## src/rtl/pipelined_mac_pe.sv

```systemverilog
// Two-stage multiply-accumulate processing element producing one result per tile.
// Stage 1 registers lane products, stage 2 reduces them into a wrap or saturating accumulator.
module pipelined_mac_pe #(
    parameter int InDataWidth  = 8,
    parameter int NumInputs    = 4,
    parameter int OutDataWidth = 32,
    parameter int CntWidth     = 16,
    parameter bit SaturateEn   = 1'b0
) (
    input  logic                                clk_i,
    input  logic                                rst_i,
    input  logic [NumInputs*InDataWidth-1:0]    a_i,
    input  logic [NumInputs*InDataWidth-1:0]    b_i,
    input  logic                                in_valid_i,
    output logic                                in_ready_o,
    input  logic                                signed_i,
    input  logic [CntWidth-1:0]                 num_beats_i,
    input  logic                                acc_clr_i,
    output logic signed [OutDataWidth-1:0]      c_o,
    output logic                                c_valid_o,
    input  logic                                c_ready_i,
    output logic                                ovf_o
);

    localparam int PW   = 2 * InDataWidth + 1;
    localparam int SumW = PW + $clog2(NumInputs) + 1;
    localparam int ExtW = ((OutDataWidth > SumW) ? OutDataWidth : SumW) + 1;
    localparam logic signed [ExtW-1:0] MaxV =
        {{(ExtW-OutDataWidth+1){1'b0}}, {(OutDataWidth-1){1'b1}}};
    localparam logic signed [ExtW-1:0] MinV = ~MaxV;

    typedef enum logic [1:0] {IDLE, ACC, DRAIN, OUT} state_t;

    state_t                         state_q;
    logic [CntWidth-1:0]            target_q;
    logic [CntWidth-1:0]            cnt_q;
    logic                           s1_valid_q;
    logic signed [PW-1:0]           prod_q [NumInputs];
    logic signed [OutDataWidth-1:0] acc_q;
    logic signed [OutDataWidth-1:0] c_q;
    logic                           c_valid_q;
    logic                           ovf_q;

    logic signed [PW-1:0]           a_ext  [NumInputs];
    logic signed [PW-1:0]           b_ext  [NumInputs];
    logic signed [PW-1:0]           prod_d [NumInputs];
    logic signed [ExtW-1:0]         psum;
    logic signed [ExtW-1:0]         total;
    logic signed [OutDataWidth-1:0] acc_next;
    logic                           ovf_add;
    logic                           accept;
    logic [CntWidth-1:0]            nb_eff;
    logic [CntWidth-1:0]            cnt_inc;

    assign in_ready_o = (state_q == IDLE) || (state_q == ACC);
    assign accept     = in_valid_i && in_ready_o;
    assign nb_eff     = (num_beats_i == '0) ? CntWidth'(1) : num_beats_i;
    assign cnt_inc    = cnt_q + CntWidth'(1);

    // Operands widened by one bit so unsigned mode fits a signed product.
    always_comb begin
        for (int j = 0; j < NumInputs; j++) begin
            a_ext[j] = {{(PW-InDataWidth){signed_i & a_i[j*InDataWidth+InDataWidth-1]}},
                        a_i[j*InDataWidth +: InDataWidth]};
            b_ext[j] = {{(PW-InDataWidth){signed_i & b_i[j*InDataWidth+InDataWidth-1]}},
                        b_i[j*InDataWidth +: InDataWidth]};
            prod_d[j] = a_ext[j] * b_ext[j];
        end
    end

    // Sum kept wide enough that overflow is judged on the true value.
    always_comb begin
        psum = '0;
        for (int j = 0; j < NumInputs; j++) begin
            psum = psum + {{(ExtW-PW){prod_q[j][PW-1]}}, prod_q[j]};
        end
        total   = {{(ExtW-OutDataWidth){acc_q[OutDataWidth-1]}}, acc_q} + psum;
        ovf_add = (total > MaxV) || (total < MinV);
        if (SaturateEn && ovf_add) begin
            acc_next = total[ExtW-1] ? MinV[OutDataWidth-1:0] : MaxV[OutDataWidth-1:0];
        end else begin
            acc_next = total[OutDataWidth-1:0];
        end
    end

    always_ff @(posedge clk_i or posedge rst_i) begin
        if (rst_i) begin
            state_q    <= IDLE;
            target_q   <= '0;
            cnt_q      <= '0;
            s1_valid_q <= 1'b0;
            acc_q      <= '0;
            c_q        <= '0;
            c_valid_q  <= 1'b0;
            ovf_q      <= 1'b0;
            for (int j = 0; j < NumInputs; j++) prod_q[j] <= '0;
        end else if (acc_clr_i) begin
            state_q    <= IDLE;
            cnt_q      <= '0;
            s1_valid_q <= 1'b0;
            acc_q      <= '0;
            c_q        <= '0;
            c_valid_q  <= 1'b0;
            ovf_q      <= 1'b0;
        end else begin
            s1_valid_q <= accept;
            if (accept) begin
                for (int j = 0; j < NumInputs; j++) prod_q[j] <= prod_d[j];
            end
            if (s1_valid_q) begin
                acc_q <= acc_next;
                if (ovf_add) ovf_q <= 1'b1;
            end
            case (state_q)
                IDLE: begin
                    if (accept) begin
                        target_q <= nb_eff;
                        cnt_q    <= CntWidth'(1);
                        acc_q    <= '0;
                        ovf_q    <= 1'b0;
                        state_q  <= (nb_eff == CntWidth'(1)) ? DRAIN : ACC;
                    end
                end
                ACC: begin
                    if (accept) begin
                        cnt_q <= cnt_inc;
                        if (cnt_inc == target_q) state_q <= DRAIN;
                    end
                end
                DRAIN: begin
                    if (s1_valid_q) begin
                        c_q       <= acc_next;
                        c_valid_q <= 1'b1;
                        state_q   <= OUT;
                    end
                end
                OUT: begin
                    if (c_ready_i) begin
                        c_valid_q <= 1'b0;
                        state_q   <= IDLE;
                    end
                end
                default: state_q <= IDLE;
            endcase
        end
    end

    assign c_o       = c_q;
    assign c_valid_o = c_valid_q;
    assign ovf_o     = ovf_q;

endmodule
```

## config.mk

```make
export PLATFORM = sky130hd
export DESIGN_NAME = pipelined_mac_pe
export DESIGN_NICKNAME = d
export VERILOG_FILES = /design/src/rtl/pipelined_mac_pe.sv
export SDC_FILE = /design/constraint.sdc
export NUM_CORES = 1
export LEC_CHECK = 0
export ABC_AREA = 1
export BUFFER_PORTS_ARGS = -buffer_cell sky130_fd_sc_hd__buf_2
export CAP_MARGIN = 20
export CORE_ASPECT_RATIO = 1.4
export CORE_MARGIN = 2
export CORE_UTILIZATION = 54
export CTS_BUF_LIST = sky130_fd_sc_hd__clkbuf_8 sky130_fd_sc_hd__clkbuf_16
export DETAILED_ROUTE_END_ITERATION = 10
export PLACE_DENSITY = 0.68
export SYNTH_ARGS = -nofsm -noshare
export SYNTH_HDL_FRONTEND = slang
export SYNTH_SLANG_ARGS = --single-unit
export TNS_END_PERCENT = 10
```

## constraint.sdc

```tcl
create_clock -name clk_i -period 13.39 [get_ports clk_i]
set_input_delay 4.017 -clock clk_i [delete_from_list [all_inputs] [get_ports clk_i]]
set_output_delay 4.017 -clock clk_i [all_outputs]
set_load 0.02 [all_outputs]
```

==> metrics.md <==
| Metric | Value |
|---|---|
| Run status | `complete, no violations` |
| Fmax | `116 MHz` |
| Post-CTS sizing | `0` |
| Final setup vio count | `0` |
| Vias/cell | `5.14` |
| Initial Util | `54.8%` |
| Max incr delay on CP | `500 ps` |
| Crit Path Max Fanout | `8` |
| Number of synthesized register bits | `169` |
| Final instance area | `0.0241 sq mm` |
| Maximum Capacitance Violations | `0` |
| Gr usage total | `25.6%` |
| Startpoint Class | `input pin` |
| Io pins | `121` |
| Final slew viol count | `0` |
| CP max-delay cell | `fa_1` |
| Worst Setup SP | `signed_i` |
| Most frequent cell on the critical path | `fa_1` |
| Detail Route Antenna Nets | `0` |
| Asr flop ratio synth | `100%` |
| Top FF cell, synth | `dfrtp_1` |
| Die ar. | `0.0436 sq mm` |
| Synth warn | `0` |
| DRT met1 WL | `20600 um` |
| Layout cell share with drive strength beyond 1 | `7.32%` |
| Top cell type's share of synthesized area | `29.6%` |
| Syn avg cell area | `7.94 sq um` |
| Min Tclk post-route | `8630 ps` |
| Top Family by Delay on Critical Path | `adder cells` |
| Final core utilization | `58.4%` |
| DRT Pass-1 Iters | `5` |
| Setup crit end | `prod_q[30]` |
| Die Y | `246 um` |
| Crit path depth | `21` |
| Post-DP Area | `0.0236 sq mm` |
| Top Layer Used | `met4` |
| CTS tree | `built` |
| Via count | `17725` |
| Initial antenna violation count | `0` |
| Post-layout instance count excluding filler cells | `3450` |
| CP cell instances | `buf_2, nand2_2, nor2_1, inv_1, fa_1, inv_1, fa_1, fa_1, fa_1, inv_1, fa_1, inv_1, ha_1, a21oi_1, o21ai_0, a21oi_1, nor2_1, o21ai_0, nand3_1, nand3_1, o21ai_0` |
| Worst-margin pin slew | `1090 ps` |
| Critical Path End Type | `register` |
| Post-CTS Setup Bufs | `0` |
| Nets | `3495` |
| Unique masters post-synth | `46` |
| Worst skew pair latency | `460 ps` |
| First-pass GRT wire length | `88900 um` |
| Fin crit share | `64.4%` |
| Post-Synthesis Cell Area | `0.0226 sq mm` |
| Hold buffer count at cts | `0` |
| Clk slew on worst S/H paths | `70 ps` |
| Port bufs | `120` |
| RSZ-0062 raised after global routing | `no` |
| Iteration-0 DRC count of the detailed router | `884` |
| Dpl cells | `3418` |
| Min-delay worst type | `reg -> reg` |
| CTS HTree Levels | `4` |
| Row count | `88` |
| Post-synth EDFFs | `0` |
| Final GP Congestion | `0.901` |
| DR WL met2 | `28400 um` |
| Die X | `177 um` |
| Largest net degree at the start of global routing | `107` |
| FF-to-FF Start | `prod_q[16]` |
| Seq/Total Area, Yosys | `18.7%` |
| Vias in the first global route | `18786` |
| # clock sinks | `169` |
| FF-to-FF End | `ovf_o` |
| Register-to-register setup slack | `8780 ps` |
| # fillers | `3958` |
| Diode count | `0` |
| Leading area contributor after synthesis | `fa_1` |
| Required time of the critical path | `13700 ps` |
| Post-DP HPWL | `43300 um` |
| Area Overhead vs Synth | `6.62%` |
| WP data arrival | `8940 ps` |
| Mapped Cells | `2850` |
| Bufs and invs on worst path | `5` |
| Remaining Overflow, GRT | `0` |
| WL per Instance | `15.1 um` |
| Core Region | `0.0413 sq mm` |
| Rel. slew slack | `27.5%` |
| Syn nets | `3448` |
| Worst-case reg-to-reg path depth | `15` |
| WL met3 | `1390 um` |
| Final wirelength | `52000 um` |
| Total CTS buffers | `17` |
| Crit path kind | `in -> reg` |
| CTS Buffer Depth | `2` |
| Synth area leaders | `fa_1, dfrtp_1, inv_1, nand2_1, ha_1` |
| Clock root buffer | `clkbuf_16` |
| Hold Fails Final Rpt | `0` |
| # DRC | `0` |
| Setup TNS | `0 ps` |
| Worst-case clock skew | `20.0 ps` |
==> cells in the mapped netlist, types with 6 or more instances <==
| master | n |
|---|---|
| xnor2_1 | 38 |
| o21ai_0 | 130 |
| inv_1 | 712 |
| o211ai_1 | 15 |
| nand3_1 | 92 |
| dfrtp_1 | 169 |
| nand2_2 | 9 |
| fa_1 | 334 |
| nor3_1 | 19 |
| nor2_1 | 132 |
| buf_2 | 15 |
| a21oi_1 | 90 |
| ha_1 | 178 |
| o31ai_1 | 8 |
| o21ai_1 | 6 |
| nand2_1 | 672 |
| xor2_1 | 32 |
| o22ai_1 | 19 |
| or2_2 | 30 |
| nand4_1 | 11 |
| clkbuf_1 | 81 |
==> worst reg2reg max path, cell delays in order, from the launching register on <==
cell	delay (ps)
dfrtp_1	420
fa_1	530
fa_1	1220
fa_1	590
ha_1	360
a21oi_1	240
o21ai_0	170
nand2_1	100
nand3_1	60
nor2_1	240
nand2_1	120
nand2_1	80
nand2_1	90
nand2_1	80
nand3_1	70
a21oi_1	150
==> metrics by stage <==
step                setup WS, ps  hold slack [ps]
floorplan                   4800              452
global placement            4370              455
detailed placement          4290              464
CTS                         4750              482
global route                4420              506
finish                      4760              478
==> how the worst min path moves through the flow <==
stage               start         end  slack, ps  depth (start not counted)
6_report           c_o[0]      c_o[0]        480                          2
5_1_grt            c_o[1]      c_o[1]        510                          2
4_1_cts           c_o[22]     c_o[22]        480                          2
3_5_place_dp      c_o[22]     c_o[22]        460                          2
3_3_place_gp       c_o[1]      c_o[1]        450                          2
2_1_floorplan  prod_q[24]  prod_q[24]        450                          2
==> cell families (layout without fill, tap and decap cells) <==
family,Yosys count,count (layout),synth area share [%]
fa+ha+maj,512,512,39.4
flops,169,169,18.7
simple gates,980,980,17.7
compound gates,299,299,7.36
mux,4,4,0.199
buf+inv,813,873,13.6
xor+xnor,73,73,3.02
==> routing by layer <==
| layer | vias up | GRT usage [%] |
|---|---|---|
| met3 | 99 | 1.94 |
| li1 | 8590 | - |
| met4 | 0 | 9.48 |
| met2 | 344 | 47.9 |
| met1 | 8692 | 30.3 |
| met5 | - | 0 |
==> area by class of cell <==
cell class                 count  area (sq um)  share of cell area [%]
sequential                   169          4230                    17.5
multi-input combinational   1868         15300                    63.5
tap                          540           676                    2.80
clock buffer                  18           439                    1.82
clock inverter                14           113                   0.467
inverter                     715          2690                    11.2
timing repair buffer         126           646                    2.68
==> sequential cells by signal (all words and copies together), names as in the netlist <==
register and flops:
state_q 2, target_q 16, cnt_q 16, c_o 32, s1_valid_q 1, prod_q 68, ovf_o 1, acc_q 32
c_valid_o 1
==> placed cells by master, fill, tap and decap left out, types with 19 or more instances in the layout <==
master     n
xnor2_1   38
fa_1     334
nand2_1  672
inv_1    712
nor3_1    19
nand3_1   92
ha_1     178
or2_2     30
o22ai_1   19
dfrtp_1  169
o21ai_0  130
nor2_1   130
xor2_1    32
a21oi_1   90
buf_2    120
Power is not shown: default switching activity piles up to over one toggle a cycle in this logic, so the estimate is an artifact.
